$ cat config.mk
export PLATFORM = sky130hd
export DESIGN_NAME = vector_arbiter
export DESIGN_NICKNAME = d
export VERILOG_FILES = /design/src/rtl/vector_arbiter.sv
export SDC_FILE = /design/constraint.sdc
export NUM_CORES = 1
export LEC_CHECK = 0
export ABC_AREA = 1
export BUFFER_PORTS_ARGS = -buffer_cell sky130_fd_sc_hd__buf_2
export CAP_MARGIN = 20
export CORE_MARGIN = 4
export CORE_UTILIZATION = 47
export DETAILED_ROUTE_END_ITERATION = 10
export PLACE_DENSITY_LB_ADDON = 0.05
export SYNTH_ARGS = -nofsm -noshare
export SYNTH_HDL_FRONTEND = slang
export SYNTH_SLANG_ARGS = --single-unit
$ cat constraint.sdc
create_clock -name clk -period 1.4 [get_ports clk]
set_input_delay 0.07 -clock clk [delete_from_list [all_inputs] [get_ports clk]]
set_output_delay 0.07 -clock clk [all_outputs]
set_load 0.005 [all_outputs]
$ cat src/rtl/vector_arbiter.sv
// vector_arbiter: serialises get/insert transactions from two requesters onto one shared vector.
// Optional macro VECTOR_ARBITER_RR_EN selects round-robin tie-breaking; default is fixed priority to A.
module vector_arbiter #(
    parameter int DATA_WIDTH     = 17,
    parameter int INDEX_WIDTH    = 8,
    parameter int TIMEOUT_CYCLES = 1024
) (
    input  logic                   clk,
    input  logic                   rst_n,
    input  logic                   a_req,
    input  logic                   a_insert,
    input  logic [INDEX_WIDTH-1:0] a_index,
    input  logic [DATA_WIDTH-1:0]  a_data_in,
    output logic                   a_grant,
    output logic                   a_done,
    input  logic                   b_req,
    input  logic                   b_insert,
    input  logic [INDEX_WIDTH-1:0] b_index,
    input  logic [DATA_WIDTH-1:0]  b_data_in,
    output logic                   b_grant,
    output logic                   b_done,
    output logic [DATA_WIDTH-1:0]  data_out,
    output logic [INDEX_WIDTH-1:0] vec_index,
    output logic                   vec_get,
    output logic                   vec_insert,
    output logic [DATA_WIDTH-1:0]  vec_data_in,
    input  logic [DATA_WIDTH-1:0]  vec_data_out,
    input  logic                   vec_ready,
    output logic                   busy,
    output logic                   timeout_err
);

    localparam logic [1:0] ST_IDLE   = 2'd0;
    localparam logic [1:0] ST_ISSUE  = 2'd1;
    localparam logic [1:0] ST_SETTLE = 2'd2;
    localparam logic [1:0] ST_WAIT   = 2'd3;

    localparam int              CNT_W    = (TIMEOUT_CYCLES > 2) ? $clog2(TIMEOUT_CYCLES) : 1;
    localparam logic [CNT_W-1:0] CNT_LAST = CNT_W'(TIMEOUT_CYCLES - 1);

    logic [1:0]             state_q, state_d;
    logic [CNT_W-1:0]       cnt_q, cnt_d;
    logic                   op_insert_q, op_insert_d;
    logic [INDEX_WIDTH-1:0] vec_index_q, vec_index_d;
    logic [DATA_WIDTH-1:0]  vec_data_in_q, vec_data_in_d;
    logic [DATA_WIDTH-1:0]  data_out_q, data_out_d;
    logic                   vec_get_q, vec_get_d;
    logic                   vec_insert_q, vec_insert_d;
    logic                   a_grant_q, a_grant_d, b_grant_q, b_grant_d;
    logic                   a_done_q, a_done_d, b_done_q, b_done_d;
    logic                   busy_q, busy_d;
    logic                   timeout_q, timeout_d;

    logic grant_fire;
    logic pick_b;

    assign grant_fire = (state_q == ST_IDLE) & vec_ready & (a_req | b_req);

`ifdef VECTOR_ARBITER_RR_EN
    logic last_b_q;  // 1 = B won the most recent grant; reset value lets A win the first tie

    assign pick_b = b_req & (~a_req | ~last_b_q);

    always_ff @(posedge clk or negedge rst_n) begin
        if (!rst_n)          last_b_q <= 1'b1;
        else if (grant_fire) last_b_q <= pick_b;
    end
`else
    assign pick_b = b_req & ~a_req;
`endif

    always_comb begin
        // NOTE: every _d defaults to its _q (strobes and dones to 0) so no path can infer a latch.
        state_d       = state_q;
        cnt_d         = cnt_q;
        op_insert_d   = op_insert_q;
        vec_index_d   = vec_index_q;
        vec_data_in_d = vec_data_in_q;
        data_out_d    = data_out_q;
        vec_get_d     = 1'b0;
        vec_insert_d  = 1'b0;
        a_grant_d     = a_grant_q;
        b_grant_d     = b_grant_q;
        a_done_d      = 1'b0;
        b_done_d      = 1'b0;
        timeout_d     = timeout_q;

        case (state_q)
            ST_IDLE: begin
                if (grant_fire) begin
                    op_insert_d   = pick_b ? b_insert  : a_insert;
                    vec_index_d   = pick_b ? b_index   : a_index;
                    vec_data_in_d = pick_b ? b_data_in : a_data_in;
                    vec_insert_d  = pick_b ? b_insert  : a_insert;
                    vec_get_d     = pick_b ? ~b_insert : ~a_insert;
                    a_grant_d     = ~pick_b;
                    b_grant_d     = pick_b;
                    state_d       = ST_ISSUE;
                end
            end
            ST_ISSUE: state_d = ST_SETTLE;
            ST_SETTLE: begin
                // The vector is still registering the strobe, so ready is not trusted here.
                cnt_d   = '0;
                state_d = ST_WAIT;
            end
            ST_WAIT: begin
                if (vec_ready || (cnt_q == CNT_LAST)) begin
                    if (vec_ready && !op_insert_q) data_out_d = vec_data_out;
                    if (!vec_ready)                timeout_d  = 1'b1;
                    a_done_d  = a_grant_q;
                    b_done_d  = b_grant_q;
                    a_grant_d = 1'b0;
                    b_grant_d = 1'b0;
                    cnt_d     = '0;
                    state_d   = ST_IDLE;
                end else begin
                    cnt_d = cnt_q + CNT_W'(1);
                end
            end
            default: state_d = ST_IDLE;
        endcase

        busy_d = (state_d != ST_IDLE);
    end

    // NOTE: datapath registers are reset too, since every output must read 0 while rst_n is low.
    always_ff @(posedge clk or negedge rst_n) begin
        if (!rst_n) begin
            state_q       <= ST_IDLE;
            cnt_q         <= '0;
            op_insert_q   <= 1'b0;
            vec_index_q   <= '0;
            vec_data_in_q <= '0;
            data_out_q    <= '0;
            vec_get_q     <= 1'b0;
            vec_insert_q  <= 1'b0;
            a_grant_q     <= 1'b0;
            b_grant_q     <= 1'b0;
            a_done_q      <= 1'b0;
            b_done_q      <= 1'b0;
            busy_q        <= 1'b0;
            timeout_q     <= 1'b0;
        end else begin
            // NOTE: non-blocking assignments so every register samples pre-edge values.
            state_q       <= state_d;
            cnt_q         <= cnt_d;
            op_insert_q   <= op_insert_d;
            vec_index_q   <= vec_index_d;
            vec_data_in_q <= vec_data_in_d;
            data_out_q    <= data_out_d;
            vec_get_q     <= vec_get_d;
            vec_insert_q  <= vec_insert_d;
            a_grant_q     <= a_grant_d;
            b_grant_q     <= b_grant_d;
            a_done_q      <= a_done_d;
            b_done_q      <= b_done_d;
            busy_q        <= busy_d;
            timeout_q     <= timeout_d;
        end
    end

    assign a_grant     = a_grant_q;
    assign b_grant     = b_grant_q;
    assign a_done      = a_done_q;
    assign b_done      = b_done_q;
    assign data_out    = data_out_q;
    assign vec_index   = vec_index_q;
    assign vec_data_in = vec_data_in_q;
    assign vec_get     = vec_get_q;
    assign vec_insert  = vec_insert_q;
    assign busy        = busy_q;
    assign timeout_err = timeout_q;

endmodule

==> impl_metrics.toml <==
[critical_path]
arrival_ns = 1.61
crit_type = "register to register"
crit_path_start_kind = "register"
required_ns = 1.64
endpoint_kind = "register"
worst-path-max-fanout = 7

[sta]
finClkSkew_ns = 0.0113
finalCriticalPeriod_ns = 1.37
slew_headroom = 0.763
post-route-period-util = 0.978
fmax_mhz = 730
whs_ns = 0.0393
slew_viol_final = 0
worstMarginPinSlew_ns = 0.354
setup_viol_count_final = 0
rsz0062_at_grt = "true"
hold_viol_final = 0

[floorplan]
initial_core_util = 0.483
rows = 28
die_h_um = 86.0
pin_count = 124
core-area_sq_um = 5920
die_area_sq_um = 7400
die_x_um = 86.0

[final_layout]
multi_input_area_sq_um = 1150
seqCellArea_sq_um = 1580
drive_above_1_share = 0.407
antennaDiodeCount = 0
fill_cells = 491
area_growth_pct = 41.1
postLayoutCellArea_sq_um = 4030
fin_nets = 520

[clocking]
path_clk_slew_ns = 0.08
cts_buffers = 9
clkSinkCount = 63
clock_path_buffers = 2
clk-insertion-delay-late_ns = 0.34
h-tree-depth = 3
root_buffer = "clkbuf_8"
tritoncts = "yes"

[logic_synthesis]
syn_nets = 364
yosysTopAreaCell = "dfrtp_1"
ys_warn_count = 0
yosys-top-cells-area = "dfrtp_1 55%, nand2_1 11%, o21a_1 6.6%"
synth_area_per_cell_sq_um = 9.89
yosys.area.top_type_share = 0.551
syn_inst = 289
yosysSeqAreaShare = 0.551
syn_area_sq_um = 2860
ys_types = 29
ys_ff_latch = 63

[pwr]
p_leak_nw = 2.03
power_density_nw_per_um2 = 1680
ir_drop_v = 0.000931

[placed_design]
hpwl_um = 4710
port_buffers = 123
placed_area_sq_um = 3600
gp_congestion = 0.778

[grt]
grt-ovfl-total = 0
grt_pass1_vias = 2435
grt_pass1_wl_um = 11300
antenna_found_initial = 0
grt_max_degree = 64
grt_use_total = 0.195

[route]
routedWlPerCell_um = 13.1
routed_wl_um = 6850
drtIter0Drc = 95
route.detailed.drc = 0
ant_nets = 0
via_per_inst = 4.72
dr_total_vias = 2476
dr.pass1.iters = 4

[hold_path]
worst_hold_path_type = "input port to register"

[flow_run]
cap_viol_max_count = 0

[run_status]
status = "finished, final reports clean"
==> cells by family (layout without fill, tap and decap cells) <==
| logic type | Yosys count | count (layout) | share of synthesized area |
|---|---|---|---|
| xor gates and xnor gates | 5 | 5 | 0.0153 |
| adders and majority gates | 1 | 1 | 0.00438 |
| muxes | 17 | 17 | 0.0801 |
| buffers and inverters | 27 | 188 | 0.0490 |
| DFF | 63 | 63 | 0.551 |
| and+or+nand+nor | 138 | 138 | 0.207 |
| AOI/OAI and AO/OA | 38 | 38 | 0.0928 |
==> per-layer routing <==
layer,GRT usage,part of all wire
met1,0.236,0.42
met2,0.316,0.48
met3,0.0567,0.075
met4,0.101,0.025
met5,0,0
==> sequential cells by signal, indices dropped and copies added (netlist names), 2 cells and up <==
name,cells
vec_data_in,17
data_out,17
state_q,2
cnt_q,10
vec_index,8
==> worst max-delay path, cell delays in order (launching register included) <==
cell,delay (ns)
dfrtp_1,0.39
ha_2,0.20
nand2_1,0.07
nor2_2,0.13
nand3_2,0.12
nand2_2,0.15
inv_2,0.07
nand3_1,0.08
nand2_1,0.05
==> cell usage after synthesis (all sizes together) <==
master  instances
o211ai          1
a21oi           3
o21ai           6
xnor2           3
o22ai           1
o21a           25
ha              1
o21bai          2
xor2            2
or2             1
clkbuf          2
nor2           12
clkinv          2
inv            14
mux2           17
nand2          89
nand3          35
nand4           1
dfrtp          63
buf             9
==> where the power goes <==
group | internal (mW) | total [mW] | switching [mW]
Sequential | 2.54 | 2.94 | 0.401
Clock | 0.824 | 1.56 | 0.734
Combinational | 1.31 | 2.29 | 0.976
Total | 4.67 | 6.78 | 2.11
==> path summary, 6_finish.rpt <==
| check | from | endpoint | slack [ns] | cells past startpoint |
|---|---|---|---|---|
| worst min-delay path | b_data_in[3] | vec_data_in[3]$_DFFE_PN0P_ | 0.04 | 4 |
| min in group asynchronous | rst_n | cnt_q[7]$_DFFE_PN0P_ | 0.25 | 3 |
| worst min register to register | timeout_err$_DFFE_PN0P_ | timeout_err$_DFFE_PN0P_ | 0.48 | 1 |
| worst max-delay path | cnt_q[1]$_DFFE_PN0P_ | cnt_q[9]$_DFFE_PN0P_ | 0.03 | 8 |
| worst max register to register | cnt_q[1]$_DFFE_PN0P_ | cnt_q[9]$_DFFE_PN0P_ | 0.03 | 8 |
| max in group asynchronous | rst_n | vec_index[0]$_DFFE_PN0P_ | 0.87 | 3 |
==> repair_timing <==
action                     CTS  global route
hold buffers                20             0
setup endpoints to repair    0            33
gates resized for setup      0             3
hold endpoints to repair    82             0
buffers inserted             0             2
==> cell type report <==
class	count	area share
Multi-Input combinational cell	199	0.286
Clock inverter	7	0.0183
Timing Repair Buffer	156	0.236
Tap cell	75	0.0233
Inverter	16	0.0152
Sequential cell	63	0.391
Clock buffer	9	0.0307
==> per-stage QoR <==
step | power [mW] | TNS, ns | instances | util | setup slack (ns)
floorplan | 4.12 | 0 | 289 | - | 0.106
CTS | 6.82 | 0 | 523 | 0.675 | 0.0126
global placement | 5.10 | 0 | 487 | 0.608 | 0.0721
finish | 6.78 | 0 | 525 | 0.681 | 0.0302
global route | 7.24 | -0.358 | 525 | 0.681 | -0.0646
detailed placement | 5.17 | 0 | 487 | 0.608 | 0.0333
==> layout by cell type, fill, tap and decap left out, types with 4 or more instances in the layout <==
cell type	netlist	layout
buf_2	3	123
nand2_1	85	85
dfrtp_1	63	63
nand3_1	34	33
o21a_1	25	25
dlygate4sd3_1	0	20
inv_1	11	11
nor2_1	11	10
mux2_4	10	10
buf_4	3	10
clkbuf_8	0	9
mux2_2	7	7
o21ai_0	5	5
nand2_2	4	4
(Power assumes the default switching activity.)
